$ cat src/rtl/if_stage.sv
// Instruction-fetch stage: owns the PC, the IF/ID register, a one-entry hold buffer and the imem handshake.
// Latency: fetched instruction appears on InstructionD one cycle after imem_ready; a redirect target is on imem_addr the next cycle.
// Backpressure: imem wait raises FetchBusy; StallF parks a ready word in the hold buffer; StallD freezes IF/ID.
module if_stage #(
    parameter logic [31:0] RESET_PC   = 32'h0000_0000,
    parameter logic [31:0] NOP_INSTR  = 32'h0000_0000,
    parameter int          DELAY_SLOT = 0
) (
    input  logic        clk,
    input  logic        rst,
    input  logic        StallF,
    input  logic        StallD,
    input  logic        PCSrcD,
    input  logic [31:0] PCBranchD,
    input  logic        JumpD,
    input  logic [31:0] JumpTarget,
    output logic        imem_req,
    output logic [31:0] imem_addr,
    input  logic [31:0] imem_rdata,
    input  logic        imem_ready,
    output logic [31:0] InstructionD,
    output logic [31:0] PCPlus4D,
    output logic        ValidD,
    output logic        FetchBusy
);

    typedef enum logic {
        FETCH = 1'b0,
        HOLD  = 1'b1
    } state_t;

    state_t      state;
    logic        active;      // low for the first cycle after reset so no request is issued yet
    logic [31:0] pc;
    logic [31:0] hold_buf;
    logic        pend_vld;
    logic [31:0] pend_tgt;

    logic        redir;
    logic [31:0] redir_tgt;
    logic [31:0] pc_plus4;
    logic        handoff;
    logic        fetch_ok;

    assign imem_req  = active & (state == FETCH);
    assign imem_addr = pc;
    assign FetchBusy = imem_req & ~imem_ready;

    // Redirect decode, PC increment and the "instruction handed to decode this cycle" strobe.
    always_comb begin
        redir     = (JumpD | PCSrcD) & ~StallD;
        redir_tgt = JumpD ? JumpTarget : PCBranchD;
        pc_plus4  = pc + 32'd4;
        fetch_ok  = imem_req & imem_ready;
        handoff   = active & ~StallF & ((state == HOLD) | ((state == FETCH) & imem_ready));
    end

    // Fetch FSM, PC, hold buffer, pending redirect and IF/ID register.
    always_ff @(posedge clk or negedge rst) begin
        if (!rst) begin
            state        <= FETCH;
            active       <= 1'b0;
            pc           <= RESET_PC;
            hold_buf     <= NOP_INSTR;
            pend_vld     <= 1'b0;
            pend_tgt     <= RESET_PC;
            InstructionD <= NOP_INSTR;
            PCPlus4D     <= 32'h0000_0000;
            ValidD       <= 1'b0;
        end else begin
            active <= 1'b1;
            if (active) begin
                if (DELAY_SLOT == 0 && redir) begin
                    // Squash: drop any returning word and the buffer, refetch from the target.
                    pc           <= redir_tgt;
                    state        <= FETCH;
                    InstructionD <= NOP_INSTR;
                    ValidD       <= 1'b0;
                end else begin
                    case (state)
                        FETCH: begin
                            if (fetch_ok) begin
                                pc <= pc_plus4;
                                if (!StallF) begin
                                    InstructionD <= imem_rdata;
                                    PCPlus4D     <= pc_plus4;
                                    ValidD       <= 1'b1;
                                end else begin
                                    hold_buf <= imem_rdata;
                                    state    <= HOLD;
                                end
                            end else if (!StallD) begin
                                InstructionD <= NOP_INSTR;
                                ValidD       <= 1'b0;
                            end
                        end
                        HOLD: begin
                            // PC already advanced on entry, so it is the buffered word's PC+4.
                            if (!StallF) begin
                                InstructionD <= hold_buf;
                                PCPlus4D     <= pc;
                                ValidD       <= 1'b1;
                                state        <= FETCH;
                            end
                        end
                        default: state <= FETCH;
                    endcase

                    // Delay slot: the redirect takes effect when the slot instruction is handed off.
                    if (DELAY_SLOT != 0) begin
                        if (handoff && (redir || pend_vld)) begin
                            pc       <= redir ? redir_tgt : pend_tgt;
                            pend_vld <= 1'b0;
                        end else if (redir) begin
                            pend_vld <= 1'b1;
                            pend_tgt <= redir_tgt;
                        end
                    end
                end
            end
        end
    end

endmodule
$ cat config.mk
export PLATFORM = sky130hd
export DESIGN_NAME = if_stage
export DESIGN_NICKNAME = d
export VERILOG_FILES = /design/src/rtl/if_stage.sv
export SDC_FILE = /design/constraint.sdc
export NUM_CORES = 1
export LEC_CHECK = 0
export BUFFER_PORTS_ARGS = -buffer_cell sky130_fd_sc_hd__buf_2
export CAP_MARGIN = 20
export CORE_MARGIN = 1.5
export CORE_UTILIZATION = 47
export DETAILED_ROUTE_END_ITERATION = 12
export PLACE_DENSITY_LB_ADDON = 0.12
export SYNTH_ARGS = -nofsm -noshare
export SYNTH_HDL_FRONTEND = slang
export SYNTH_SLANG_ARGS = --single-unit
$ cat constraint.sdc
create_clock -name clk -period 6.1 [get_ports clk]
set_clock_uncertainty 0.05 [all_clocks]
set_input_delay 0.915 -clock clk [delete_from_list [all_inputs] [get_ports clk]]
set_output_delay 0.915 -clock clk [all_outputs]
set_load 0.01 [all_outputs]
Word-level counts from Yosys, hierarchy flattened
Cells that the tools add are included.
{"block": "word_totals", "ff_bits": 131, "in_bits": 103, "out_inout_bits": 99, "elab_cells": 53}
{"block": "op_classes", "n_addsub": 1, "n_eq_ne": 7, "mux": 23, "bitwise_logic": 9, "n_reduce_logical": 6}
{"cell": "$mux W32", "count": 12}
{"cell": "$pmux W32 S2", "count": 2}
{"cell": "$add A32 B3 Y32 const B", "count": 1}
{"cell": "$reduce_and A5 Y1", "count": 2}
{"cell": "$ne A4 B4 Y1 const B", "count": 2}
{"cell": "$mux W1", "count": 7}
{"cell": "$ne A2 B2 Y1 const B", "count": 3}
{"cell": "$and A1 B1 Y1", "count": 4}
{"cell": "$not A1 Y1", "count": 4}
{"cell": "$pmux W1 S2", "count": 2}
{"cell": "$reduce_and A4 Y1", "count": 1}
{"cell": "$ne A3 B2 Y1 const B", "count": 1}
{"cell": "$reduce_and A3 Y1", "count": 1}
{"cell": "$ne A2 B1 Y1 const B", "count": 1}
{"cell": "$reduce_and A2 Y1", "count": 1}
{"cell": "$reduce_bool A2 Y1", "count": 1}
{"cell": "$or A1 B1 Y1", "count": 1}

Logic depth before layout (Yosys ltp)
{"block": "depth", "word_depth": 6, "mapped_depth": 8, "depth_no_buf": 6}

Worst setup path before layout
Ideal clock, no wire load.
{"block": "synth_path", "path_type": "input to register", "start": "in PCSrcD", "end": "reg PCPlus4D[11]", "setup_time_ps": 137, "arrival_ps": 2200, "t_required_ps": 5913, "path_slack_ps": 3713, "stages": 6, "n_path_buf": 3, "path_cell_list": "o21ba_2 -> clkbuf_1 -> nor4_2 -> buf_2 -> buf_1 -> a21oi_1"}
{"block": "synth_via", "elab_chain_cells": 4}
{"item": "start, declared", "line_no": "13", "source": "input logic PCSrcD,"}
{"item": "$or A1 B1 Y1", "line_no": "51", "source": "redir = (JumpD | PCSrcD) & ~StallD;"}
{"item": "$and A1 B1 Y1", "line_no": "51"}
{"item": "$not A1 Y1 (no source line)"}
{"item": "$reduce_and A5 Y1 (no source line)"}
{"item": "end signal, assigned", "line_no": "86", "source": "PCPlus4D <= pc_plus4;"}
{"item": "end signal, assigned", "line_no": "101", "source": "PCPlus4D <= pc;"}
{"item": "end, declared", "line_no": "22", "source": "output logic [31:0] PCPlus4D,"}
Every way passes these cells.
A chain may end at the register's enable or synchronous reset.

Worst setup path after layout
{"block": "layout_path", "start": "in JumpD", "end": "reg InstructionD[19]"}
{"block": "layout_via", "elab_chain_cells": 4, "elab_cells_between_ends": 7, "cone_classes": "eq/ne: 3; mux: 1; bitwise: 2; reduce/logical: 1"}
{"item": "start, declared", "line_no": "15", "source": "input logic JumpD,"}
{"item": "$or A1 B1 Y1 *", "line_no": "51"}
{"item": "$and A1 B1 Y1 *", "line_no": "51"}
{"item": "$ne A4 B4 Y1 (no source line) or $ne A3 B2 Y1 (tied branches)"}
{"item": "$reduce_and A4 Y1 (no source line)"}
{"item": "end signal, assigned", "line_no": "85", "source": "InstructionD <= imem_rdata;"}
{"item": "end signal, assigned", "line_no": "100", "source": "InstructionD <= hold_buf;"}
{"item": "end, declared", "line_no": "21", "source": "output logic [31:0] InstructionD,"}
Mark *: on every way between the ends. The rest lies on a longest branch, timed or not.

==> results.ini <==
[min_path]
min_from = InstructionD[5]
holdCritPathClass = reg2reg
hold_depth = 2

[floorplanning]
die_x_um = 123
dieHeight_um = 123
io_pins = 202
initial_utilization_pct = 48.4
core_um2 = 14000
num_rows = 43
die_area_um2 = 15100

[sta]
final-hold-violation-count = 0
max_freq_mhz = 319
relSlewSlack_pct = 34.3
slew_violations = 0
postLayoutSetupSlackWorst_ns = 2.97
tightestPinTransition_ns = 0.985
period_share_pct = 51.4
rsz0062_at_grt = no
setup_violations = 0
min_period_ns = 3.13
final.setup.tns_ns = 0

[setup_path]
crit_type = in2reg
cpMaxStageDelayCell = buf_2
endpoint_kind = flip-flop
cp_cell_sequence = buf_2 -> o21ba_2 -> buf_4 -> o21ai_4 -> buf_4 -> o31ai_1
crit_path_start_kind = input port
r2r_cells = 6
critical-path-max-stage-delay_ns = 0.73
cp.arrival_ns = 3.36
r2r-start = imem_addr[2]
crit_start = JumpD
reg2reg_setup_slack_ns = 3.39
crit_required_ns = 6.33
crit_path_max_fanout = 64
cp_common_cell = buf_4

[routing]
detail_route.wl_per_cell_um = 18.0
first_iter_violations = 539
vias = 6152
drt_first_pass_iters = 5
wl_um = 18900
drc = 0
ant_nets = 0
routed_via_density = 5.85

[synthesis]
ys_ff_latch = 131
postSynthAreaPerCell_um2 = 9.81
synthTopCellsByCount = 131 x dfrtp_1, 66 x a21oi_1, 66 x nand2_1
synth-edff-count = 0
yosys-top-cells-area = dfrtp_1 48%, mux2_2 7.8%, a21oi_1 4.9%, o31ai_1 4.2%, a22oi_1 3.7%
synth_top_area_cell = dfrtp_1
async_flop_share_pct = 100
yosysWarnings = 0
ys_seq_area_share_pct = 48.4
synthFlopType = dfrtp_1
synth_most_common_cell = dfrtp_1
synth_cells = 690
synthDistinctLibCells = 56
syn_nets = 794
synth_area_um2 = 6770
synth_top_area_share_pct = 48.4

[placement]
dp_hpwl_um = 12700
dpl.cell_count = 1016
io_buffers = 201
place_area_um2 = 7840
gp_congestion = 0.866
place_ws_ns = 2.46

[power]
ir_worst_vdd_mv = 0.254
power.density_nw_per_um2 = 358
finalPower_mw = 3.04
p_leak_nw = 3.76

[global_routing]
antenna_found_initial = 1
grt_pass1_wl_um = 29600
first_global_vias = 5924
grt_overflow = 0
grt_max_degree = 88
grt_usage_pct = 25.5

[final_layout]
ff_latch_area_um2 = 3280
nNetsFinal = 961
drive_gt1_share_pct = 34.6
postLayoutCellArea_um2 = 8480
stdcell_count = 1051
num-fill-cells = 1226
syn_to_final_growth_pct = 25.2
multi_input_area_um2 = 3240

[clock_tree]
numCtsBuffers = 17
cts_setup_buffers = 0
clockBufferDepth = 2
htreeDepth = 4
clock_sinks = 131
clock_latency_ns = 0.41
cts_tree = built
clockRootBuffer = clkbuf_16
clkTransAtPathRegs_ns = 0.05
ctsResizeCount = 0
hold_buffers = 0

[status]
status = complete, no violations

[job]
maxCapViolCount = 0

[power by group]
group	switching, mW	internal (mW)	total, mW
logic	0.420	0.353	0.773
registers	0.184	1.08	1.26
clock network	0.382	0.620	1.00
[flip-flops by register name (all words and copies together) (netlist names)]
register      flops
hold_buf         32
imem_addr        32
ValidD            1
InstructionD     32
PCPlus4D         32
active            1
state             1
[worst paths after layout]
kind | endpoint
worst min register to register | InstructionD[5]
worst min-delay path | InstructionD[5]
min in group asynchronous | PCPlus4D[25]
worst max-delay path | InstructionD[19]
max in group asynchronous | imem_addr[28]
worst max register to register | PCPlus4D[30]
[critical path, delay by kind of cell]
kind                   cells  cell delay [ns]
buffers and inverters      3             1.60
AOI/OAI and AO/OA          3             0.78
[per-stage QoR]
stage	util (%)	hold WS (ns)
floorplan	-	0.430
global placement	56.1	0.407
detailed placement	56.1	0.417
CTS	60.3	0.432
global route	60.6	0.450
finish	60.6	0.428
[logic make-up after synthesis]
family	after synthesis	share of synthesized area (%)
compound gates	202	19.4
simple gates	193	13.6
flops	131	48.4
buf+inv	69	4.21
mux	65	10.5
xor+xnor	28	3.62
fa+ha+maj	1	0.185
other cells	1	0.0554
[layer usage]
| metal | part of all wire (%) | track usage [%] |
|---|---|---|
| met2 | 49 | 42.4 |
| met1 | 40 | 30.8 |
| met3 | 8.4 | 7.29 |
| met5 | 0 | 0 |
| met4 | 2.7 | 11.2 |
[cell type report]
class | count | share of cell area (%)
flip-flops and latches | 131 | 38.7
multi-input cells | 490 | 38.2
repair buffers | 212 | 13.2
clock buffers | 19 | 5.34
well taps | 180 | 2.66
clock inverters | 13 | 1.58
inverters | 5 | 0.221
diodes | 1 | 0.0295
[cell usage in the layout (no fill, tap or decap), types with 9 or more instances in the layout]
cell	Yosys	layout
a22oi_1	33	33
o21ai_0	21	21
dfrtp_1	131	130
buf_2	10	200
nand3_1	12	12
nand2_1	66	66
a21oi_1	66	65
xnor2_1	26	26
mux2_2	47	47
o22ai_1	10	10
nor4_1	9	9
o31ai_1	38	38
clkbuf_16	0	17
buf_4	1	9
nor2_1	45	45
nor3_1	21	21
mux2i_1	18	18
Power figures use the tool's default switching activity.
